===== config.mk =====
export PLATFORM = sky130hd
export DESIGN_NAME = instr_packer
export DESIGN_NICKNAME = d
export VERILOG_FILES = /design/src/rtl/instr_pkg.sv /design/src/rtl/instr_half_encode.sv /design/src/rtl/instr_packer.sv
export SDC_FILE = /design/constraint.sdc
export NUM_CORES = 1
export LEC_CHECK = 0
export ABC_AREA = 1
export BUFFER_PORTS_ARGS = -buffer_cell sky130_fd_sc_hd__buf_4
export CORE_AREA = 2 2 67 132
export DETAILED_ROUTE_END_ITERATION = 12
export DIE_AREA = 0 0 69 134
export HOLD_SLACK_MARGIN = 0.12
export PLACE_DENSITY = 0.65
export SYNTH_ARGS = -nofsm -noshare
export SYNTH_HDL_FRONTEND = slang
export SYNTH_HIERARCHICAL = 1
export SYNTH_SLANG_ARGS = --single-unit
export TNS_END_PERCENT = 30

===== constraint.sdc =====
create_clock -name clk -period 4.75 [get_ports clk]
set_clock_uncertainty 0.15 [all_clocks]
set_input_delay 0.2375 -clock clk [delete_from_list [all_inputs] [get_ports clk]]
set_output_delay 0.2375 -clock clk [all_outputs]
set_load 0.05 [all_outputs]

===== src/rtl/instr_pkg.sv =====
// rtl/instr_pkg.sv - shared types and layout constants for the instruction packer
package instr_pkg;

    localparam int IR_W    = 4;
    localparam int OP_W    = 8;
    localparam int ADDR_W  = 20;
    localparam int HALF_W  = 32;
    localparam int WORD_W  = 64;

    localparam int NAT_HALF_W     = 32;
    localparam int BESM_HALF_W    = 24;
    localparam int NAT_LEFT_LSB   = 32;
    localparam int BESM_LEFT_LSB  = 24;
    localparam int BESM_LONG_OP_W   = 4;
    localparam int BESM_LONG_ADDR_W = 15;
    localparam int BESM_SHORT_OP_W  = 7;
    localparam int BESM_SHORT_ADDR_W = 12;

    typedef struct packed {
        logic [IR_W-1:0]   ir;
        logic [OP_W-1:0]   op;
        logic              extop;
        logic [ADDR_W-1:0] addr;
    } instr_fields_t;

    typedef enum logic [1:0] {
        ST_EMPTY = 2'd0,
        ST_HALF  = 2'd1,
        ST_FULL  = 2'd2
    } packer_state_e;

    // BESM-6 words use only the low 48 bits; the top 16 stay zero.
    function automatic logic [WORD_W-1:0] pack_word(
        input logic              besm,
        input logic [HALF_W-1:0] left,
        input logic [HALF_W-1:0] right
    );
        if (besm) begin
            return {16'h0000, left[BESM_HALF_W-1:0], right[BESM_HALF_W-1:0]};
        end
        return {left, right};
    endfunction

endpackage


===== src/rtl/instr_half_encode.sv =====
// rtl/instr_half_encode.sv - packs one instruction's fields into a half-word
module instr_half_encode
    import instr_pkg::*;
(
    input  instr_fields_t      fields,
    input  logic               pe,
    output logic [HALF_W-1:0]  half,
    output logic               overflow
);

    always_comb begin
        half     = '0;
        overflow = 1'b0;
        if (!pe) begin
            half = {fields.ir, fields.op, fields.addr};
        end else if (fields.extop) begin
            half[BESM_HALF_W-1:0] = {fields.ir, 1'b1,
                                     fields.op[BESM_LONG_OP_W-1:0],
                                     fields.addr[BESM_LONG_ADDR_W-1:0]};
            overflow = (|fields.op[OP_W-1:BESM_LONG_OP_W])
                     | (|fields.addr[ADDR_W-1:BESM_LONG_ADDR_W]);
        end else begin
            half[BESM_HALF_W-1:0] = {fields.ir, 1'b0,
                                     fields.op[BESM_SHORT_OP_W-1:0],
                                     fields.addr[BESM_SHORT_ADDR_W-1:0]};
            overflow = fields.op[OP_W-1]
                     | (|fields.addr[ADDR_W-1:BESM_SHORT_ADDR_W]);
        end
    end

endmodule


===== src/rtl/instr_packer.sv =====
// rtl/instr_packer.sv - packs two instruction halves into a 64-bit word with valid/ready on both sides
module instr_packer
    import instr_pkg::*;
#(
    parameter logic [31:0] NOP_NATIVE = 32'h0000_0000,
    parameter logic [23:0] NOP_BESM   = 24'h000000
) (
    input  logic              clk,
    input  logic              reset,
    input  logic              pe,
    input  logic              in_valid,
    output logic              in_ready,
    input  logic [IR_W-1:0]   ir,
    input  logic [OP_W-1:0]   op,
    input  logic              extop,
    input  logic [ADDR_W-1:0] addr,
    input  logic              tkk,
    input  logic              flush,
    output logic              word_valid,
    input  logic              word_ready,
    output logic [WORD_W-1:0] word,
    output logic              err
);

    packer_state_e      state_q, state_d;
    logic [WORD_W-1:0]  word_q, word_d;
    logic               pe_q, pe_d;
    logic               err_q, err_d;

    logic               accept;
    logic               emit;
    logic               start_word;
    logic               cur_pe;
    logic [HALF_W-1:0]  enc_half;
    logic               enc_overflow;
    logic [HALF_W-1:0]  nop_half;
    logic [HALF_W-1:0]  held_left;
    instr_fields_t      fields;

    assign word_valid = (state_q == ST_FULL);
    assign in_ready   = (state_q != ST_FULL) | word_ready;
    assign accept     = in_valid & in_ready;
    assign emit       = word_valid & word_ready;
    assign start_word = accept & (state_q != ST_HALF);
    assign word       = word_q;
    assign err        = err_q;

    // A word in progress keeps the mode it started with; a new word takes pe live.
    assign cur_pe    = (state_q == ST_HALF) ? pe_q : pe;
    assign nop_half  = cur_pe ? {8'h00, NOP_BESM} : NOP_NATIVE;
    assign held_left = pe_q ? {8'h00, word_q[BESM_LEFT_LSB +: BESM_HALF_W]}
                            : word_q[NAT_LEFT_LSB +: NAT_HALF_W];

    always_comb begin
        fields       = '0;
        fields.ir    = ir;
        fields.op    = op;
        fields.extop = extop;
        fields.addr  = addr;
    end

    instr_half_encode u_half_encode (
        .fields   (fields),
        .pe       (cur_pe),
        .half     (enc_half),
        .overflow (enc_overflow)
    );

    always_comb begin
        state_d = state_q;
        word_d  = word_q;
        pe_d    = pe_q;
        err_d   = accept & enc_overflow;

        unique case (state_q)
            ST_EMPTY: ;
            ST_HALF: begin
                if (accept) begin
                    word_d  = pack_word(pe_q, held_left, enc_half);
                    state_d = ST_FULL;
                end else if (flush) begin
                    word_d  = pack_word(pe_q, held_left, nop_half);
                    state_d = ST_FULL;
                end
            end
            ST_FULL: begin
                if (emit) begin
                    state_d = ST_EMPTY;
                end
            end
            default: state_d = ST_EMPTY;
        endcase

        if (start_word) begin
            pe_d = pe;
            if (tkk) begin
                word_d  = pack_word(pe, nop_half, enc_half);
                state_d = ST_FULL;
            end else begin
                word_d  = pack_word(pe, enc_half, '0);
                state_d = ST_HALF;
            end
        end
    end

    always_ff @(posedge clk) begin
        if (reset) begin
            state_q <= ST_EMPTY;
            word_q  <= '0;
            pe_q    <= 1'b0;
            err_q   <= 1'b0;
        end else begin
            state_q <= state_d;
            word_q  <= word_d;
            pe_q    <= pe_d;
            err_q   <= err_d;
        end
    end

endmodule


# Yosys cells after proc, flatten, opt, wreduce, memory -nomap -nowiden

Cells that the tools add are included.

Register bits after elaboration: 68
Output and inout bits: 67

Equal/unequal tests: 7
Muxes and demuxes: 37
Bitwise operators: 7
Reduce and logical (&&, ||, !) cells: 8

Operators by type and width:

| kind               | number |
|---|---|
| $mux 64            | 13 |
| $mux 32            | 1 |
| $mux 24            | 1 |
| $mux 20            | 1 |
| $mux 1             | 14 |
| $mux 2             | 5 |
| $mux 8             | 1 |
| $reduce_or 8->1    | 1 |
| $pmux 2 s3         | 1 |
| $reduce_or 5->1    | 1 |
| $and 1x1->1        | 4 |
| $ne 2x2->1 const B | 2 |
| $ne 4x4->1 const B | 1 |
| $reduce_or 4->1    | 1 |
| $ne 3x1->1 const B | 1 |
| $or 1x1->1         | 3 |
| $reduce_and 3->1   | 1 |
| $reduce_bool 3->1  | 1 |
| $eq 2x1->1 const B | 1 |
| $eq 2x2->1 const B | 1 |
| $logic_not 2->1    | 1 |
| $ne 2x1->1 const B | 1 |
| $reduce_and 2->1   | 1 |
| $reduce_bool 2->1  | 1 |

# Depth between registers and ports, before layout

Word-level depth: 10
Gate-level depth with buffers: 12
Gate-level depth less buffers: 12

# By module

The synthesis kept the hierarchy.

Modules (own cells, without submodules):

| module            | instances | cells each | area an instance (sq um) |
|---|---|---|---|
| instr_packer      | 1         | 440        | 3051.7 |
| instr_half_encode | 1         | 81         | 386.6 |

# Worst setup path after synthesis

No wires, ideal clock.

Kind: input port to flip-flop
Start point: in pe
End point: reg word_q[39], in the netlist word[39]
Setup time: 0.132 ns
Arrival time: 1.834 ns
Data required time: 4.468 ns
Setup slack: 2.634 ns
Cell stages on the path: 11
Path buffers: 4
Cell sequence: buf_2 > clkbuf_1 > buf_2 > o21a_1 > inv_2 > buf_2 > nand2_1 > o21ai_1 > mux2_2 > nand2_1 > a21oi_1

Cells in the longest elaborated chain, start to end: 6
Elaborated cells between the ends (all ways): 12

Ends and longest elaborated chain:

| element              | RTL line                | text |
|---|---|---|
| start, declared      | instr_packer.sv:10      | `input logic pe,` |
| $mux 1               | instr_packer.sv:49      | `assign cur_pe = (state_q == ST_HALF) ? pe_q : pe;` |
| via cur_pe           | instr_packer.sv:33      | `logic cur_pe;` |
| $mux 24              | instr_half_encode.sv:14 | `if (!pe) begin` |
| via enc_half[15]     | instr_packer.sv:34      | `logic [HALF_W-1:0] enc_half;` |
| $mux 64              | instr_pkg.sv:38         | `if (besm) begin` |
| $mux 64              | instr_pkg.sv:41         | `return {left, right};` |
| $mux 64              | instr_packer.sv:96      | `if (tkk) begin` |
| $mux 64              | instr_packer.sv:94      | `if (start_word) begin` |
| end signal, assigned | instr_packer.sv:114     | `word_q <= word_d;` |
| end, declared        | instr_packer.sv:26      | `logic [WORD_W-1:0] word_q, word_d;` |

The timed path passes the listed nets, and every way through them passes these cells. The select of a mux whose other input is x is not followed.
A chain may end at the register's enable or synchronous reset.

# Worst setup path in the final report

Start point: reg state_q[0]
End point: reg word_q[37], in the netlist word[37]

Cells in the longest elaborated chain, start to end: 7
Elaborated cells between the ends (all ways): 17

Ends and longest elaborated chain:

| element                | RTL line                | text |
|---|---|---|
| start, declared        | instr_packer.sv:25      | `packer_state_e state_q, state_d;` |
| start signal, assigned | instr_packer.sv:113     | `state_q <= state_d;` |
| $eq 2x1->1             | instr_packer.sv:49      |  |
| $mux 1                 | instr_packer.sv:49      |  |
| via cur_pe             | instr_packer.sv:33      |  |
| $mux 24                | instr_half_encode.sv:14 |  |
| via enc_half[13]       | instr_packer.sv:34      |  |
| $mux 64                | instr_pkg.sv:38         |  |
| $mux 64                | instr_pkg.sv:41         |  |
| $mux 64                | instr_packer.sv:96      |  |
| $mux 64                | instr_packer.sv:94      |  |

The timed path passes the listed nets, and every way through them passes these cells. The select of a mux whose other input is x is not followed.

==> metrics.md <==
| Metric | Value |
|---|---|
| Status | finished, final reports clean |
| Worst path depth | 10 |
| Cell Rows | 47 |
| CP Capture Type | register |
| Netlist cell types | 26 |
| CP Cell Sequence | inv_2, nor2_1, nand2_2, o21a_1, inv_2, nor2_4, o21ai_1, mux2_2, nand2_1, a21oi_1 |
| Critical path startpoint | state_q[0] |
| Root Buffer | clkbuf_16 |
| Sw Share | 31.4% |
| Max incr delay on CP | 0.43 ns |
| Gr usage total | 22.8% |
| Critical path buffer and inverter count | 2 |
| Int Pwr | ~0.0011 W |
| Critical path peak fanout | 14 |
| Met3 Use GR | 3.23% |
| Crit Path Class | reg -> reg |
| Synth warn | 6 |
| Most used routing layer | met2 |
| Worst path slowest cell | dfxtp_1 |
| Die Area | 9250 um2 |
| Crit Reg-Reg Startpoint | state_q[0] |
| Post-detail-place hpwl | between 7 and 8 mm |
| Fin. max-slew vios | 0 |
| Total negative setup slack | 0 ns |
| Hold wc startpoint | flush |
| Antenna Cells | 0 |
| Worst Tran Pin Value | 0.797 ns |
| Fmax | 0.395 GHz |
| Share of the synthesized area in the top cell type | 39.6% |
| Die Y | 134 um |
| First-pass GRT wire length | 16.7 mm |
| Reg2Reg Depth | 10 |
| CTS Buffer Depth | 2 |
| Worst skew pair latency | approximately 0.33 ns |
| Vias in the first global route | 3394 |
| Post-detailed-route via-to-cell ratio | a little over 5 |
| Fin crit period | around 2.5 ns |
| GRT overflow | 0 |
| Die Wd | between 60 and 70 um |
| Setup bufs post-CTS | 0 |
| Switching Power | 0.000495 W |
| Synth Instances | between 500 and 600 |
| Clock power frac | 40.0% |
| Core area | 8230 um2 |
| Commonest non-fill, non-tap cell in the layout | nand2_1 |
| Final core occ | 55.0% |
| RSZ-0062 raised after global routing | false |
| Post-Syn Nets | approximately 560 |
| R2R Setup Slk | 2.22 ns |
| Worst vdd ir | 0.000219 V |
| CTS tree | done |
| Path type of the worst min-delay path | in -> reg |
| Filler cells | 874 |
| Mapped cell area | 3440 um2 |
| Max Cap Viol | 0 |
| Synth area leader | dfxtp_1 |
| CTS clock-pin slew for the worst setup and hold paths | ~0.060 ns |
| Fraction of power consumed by combinational cells | 21.3% |
| Fin. Hold Viols | 0 |
| Total CTS buffers | 9 |
| Crit path to | word[37] |
| Register bit total from synthesis | 68 |
| Seq pwr share | 38.7% |
| Final Setup Violations | 0 |
| Layout area overhead | 31.7% |
| Most frequent cells in the layout | nand2_1 (152), buf_4 (106), dfxtp_1 (68) |
| Slew HR | 46.8% |
| PD cells | 348 nW/um2 |
| IO Count | 107 |
| First DRT Iteration DRCs | between 200 and 250 |
| H-tree Lvls | 3 |
| Worst EP arrival | 2.65 ns |
| # DRC | 0 |
| Setup crit start kind | register |
| Number of port buffers | 106 |
| Area contributors post-synth | dfxtp_1 (40%), nand2_1 (17%), a21oi_1 (9.8%) |
| Final nets | 650 |
| Tcrit/Tclk final | 53.3% |
| CTS Sinks | 68 |
| Layout cells sized above 1 | 22.9% |
| Antenna-violating nets left | 0 |
| Met2 usage in global routing | about two fifths |
| R2R Path End | word[37] |
| Total Wirelength | 10.5 mm |
| Initial antenna violation count | 0 |
| Initial DRT Pass Iterations | 5 |
| CP Data Required Time | 4.86 ns |
| Register area share after synthesis | about two fifths |
| Delay-heaviest family, CP | compound AO/OA/AOI/OAI gates |
| Syn Area/Cell | 6.60 um2 |
| Via count | 3589 |
| Leakage | slightly above 2 nW |
| Initial Util | 41.8% |
| Wirelength per Cell | 14.8 um |
| GR Layer Usage met1 | 25.3% |
| Largest net degree at the start of global routing | 69 |
| Cell mode on critical path | inv_2 |
| Gpl congestion | 0.898 |
## worst min-delay path: cells and delay by family
family / cells / cell delay, ns
AOI/OAI and AO/OA: 1 / 0.16
and+or+nand+nor: 1 / 0.04
buffers and inverters: 2 / 0.13
## state kept, by name (all words and copies together) (netlist names)
name and cells:
word 64, state_q 2, err 1, pe_q 1
## power groups by stage
stage,combinational [W],clock (W),sequential [W]
2_1_floorplan,0.000153,0,0.000703
3_3_place_gp,0.000326,0,0.000622
3_5_place_dp,0.000329,0,0.000623
4_1_cts,0.000337,0.000638,0.000611
5_1_grt,0.000363,0.000662,0.000613
6_report,0.000337,0.000630,0.000611
## worst min-delay path by stage
stage                 endpoint  cells past startpoint  slack (ns)
floorplan                 pe_q                      2        0.32
global route        state_q[0]                      4        0.19
finish              state_q[0]                      4        0.14
detailed placement    word[17]                      2        0.30
global placement      word[13]                      2        0.30
CTS                 state_q[0]                      4        0.12
## through the flow
step                      setup WS (ns)  std cells  power, W  area, um2  hold slack (ns)
after floorplan                    2.63        521  0.000855       3440            0.317
after global placement             2.25        685  0.000949       4130            0.302
after detailed placement           2.24        685  0.000952       4130            0.305
after CTS                          2.22        713   0.00159       4530            0.125
after global routing               1.99        713   0.00164       4530            0.192
final                              2.22        713   0.00158       4530            0.140
## layer usage
| layer | vias up | routed length, um |
|---|---|---|
| li1 | 1812 | - |
| met2 | 119 | 5680 |
| met4 | 0 | 338 |
| met3 | 24 | 464 |
| met5 | - | 0 |
| met1 | 1634 | 4040 |
## synthesized netlist by cell type, drive strengths merged
library cell / count
a21oi: 69
a31oi: 1
buf: 27
clkbuf: 13
dfxtp: 68
inv: 61
mux2: 5
nand2: 155
nand3: 22
nand4: 9
nor2: 62
o211ai: 9
o21a: 1
o21ai: 19
## repair_timing
action | CTS | global route
endpoints found under the hold margin | 16 | 0
setup endpoints to repair | 0 | 0
gates resized for setup | 0 | 0
hold buffers | 12 | 0
## cell type report
type | count | area [um2] | area share (%)
Multi-Input combinational cell | 352 | 1620 | 35.7
Sequential cell | 68 | 1360 | 30.1
Timing Repair Buffer | 118 | 916 | 20.2
Clock buffer | 13 | 260 | 5.75
Inverter | 61 | 229 | 5.06
Tap cell | 98 | 123 | 2.71
Clock inverter | 3 | 21.3 | 0.470
## cells by family after synthesis
logic type / share of synthesized area [%]
buf+inv: 13.4
compound gates: 15.6
flops: 39.6
simple gates: 29.8
mux: 1.64
Note: power is estimated with default switching activity, not from simulation.
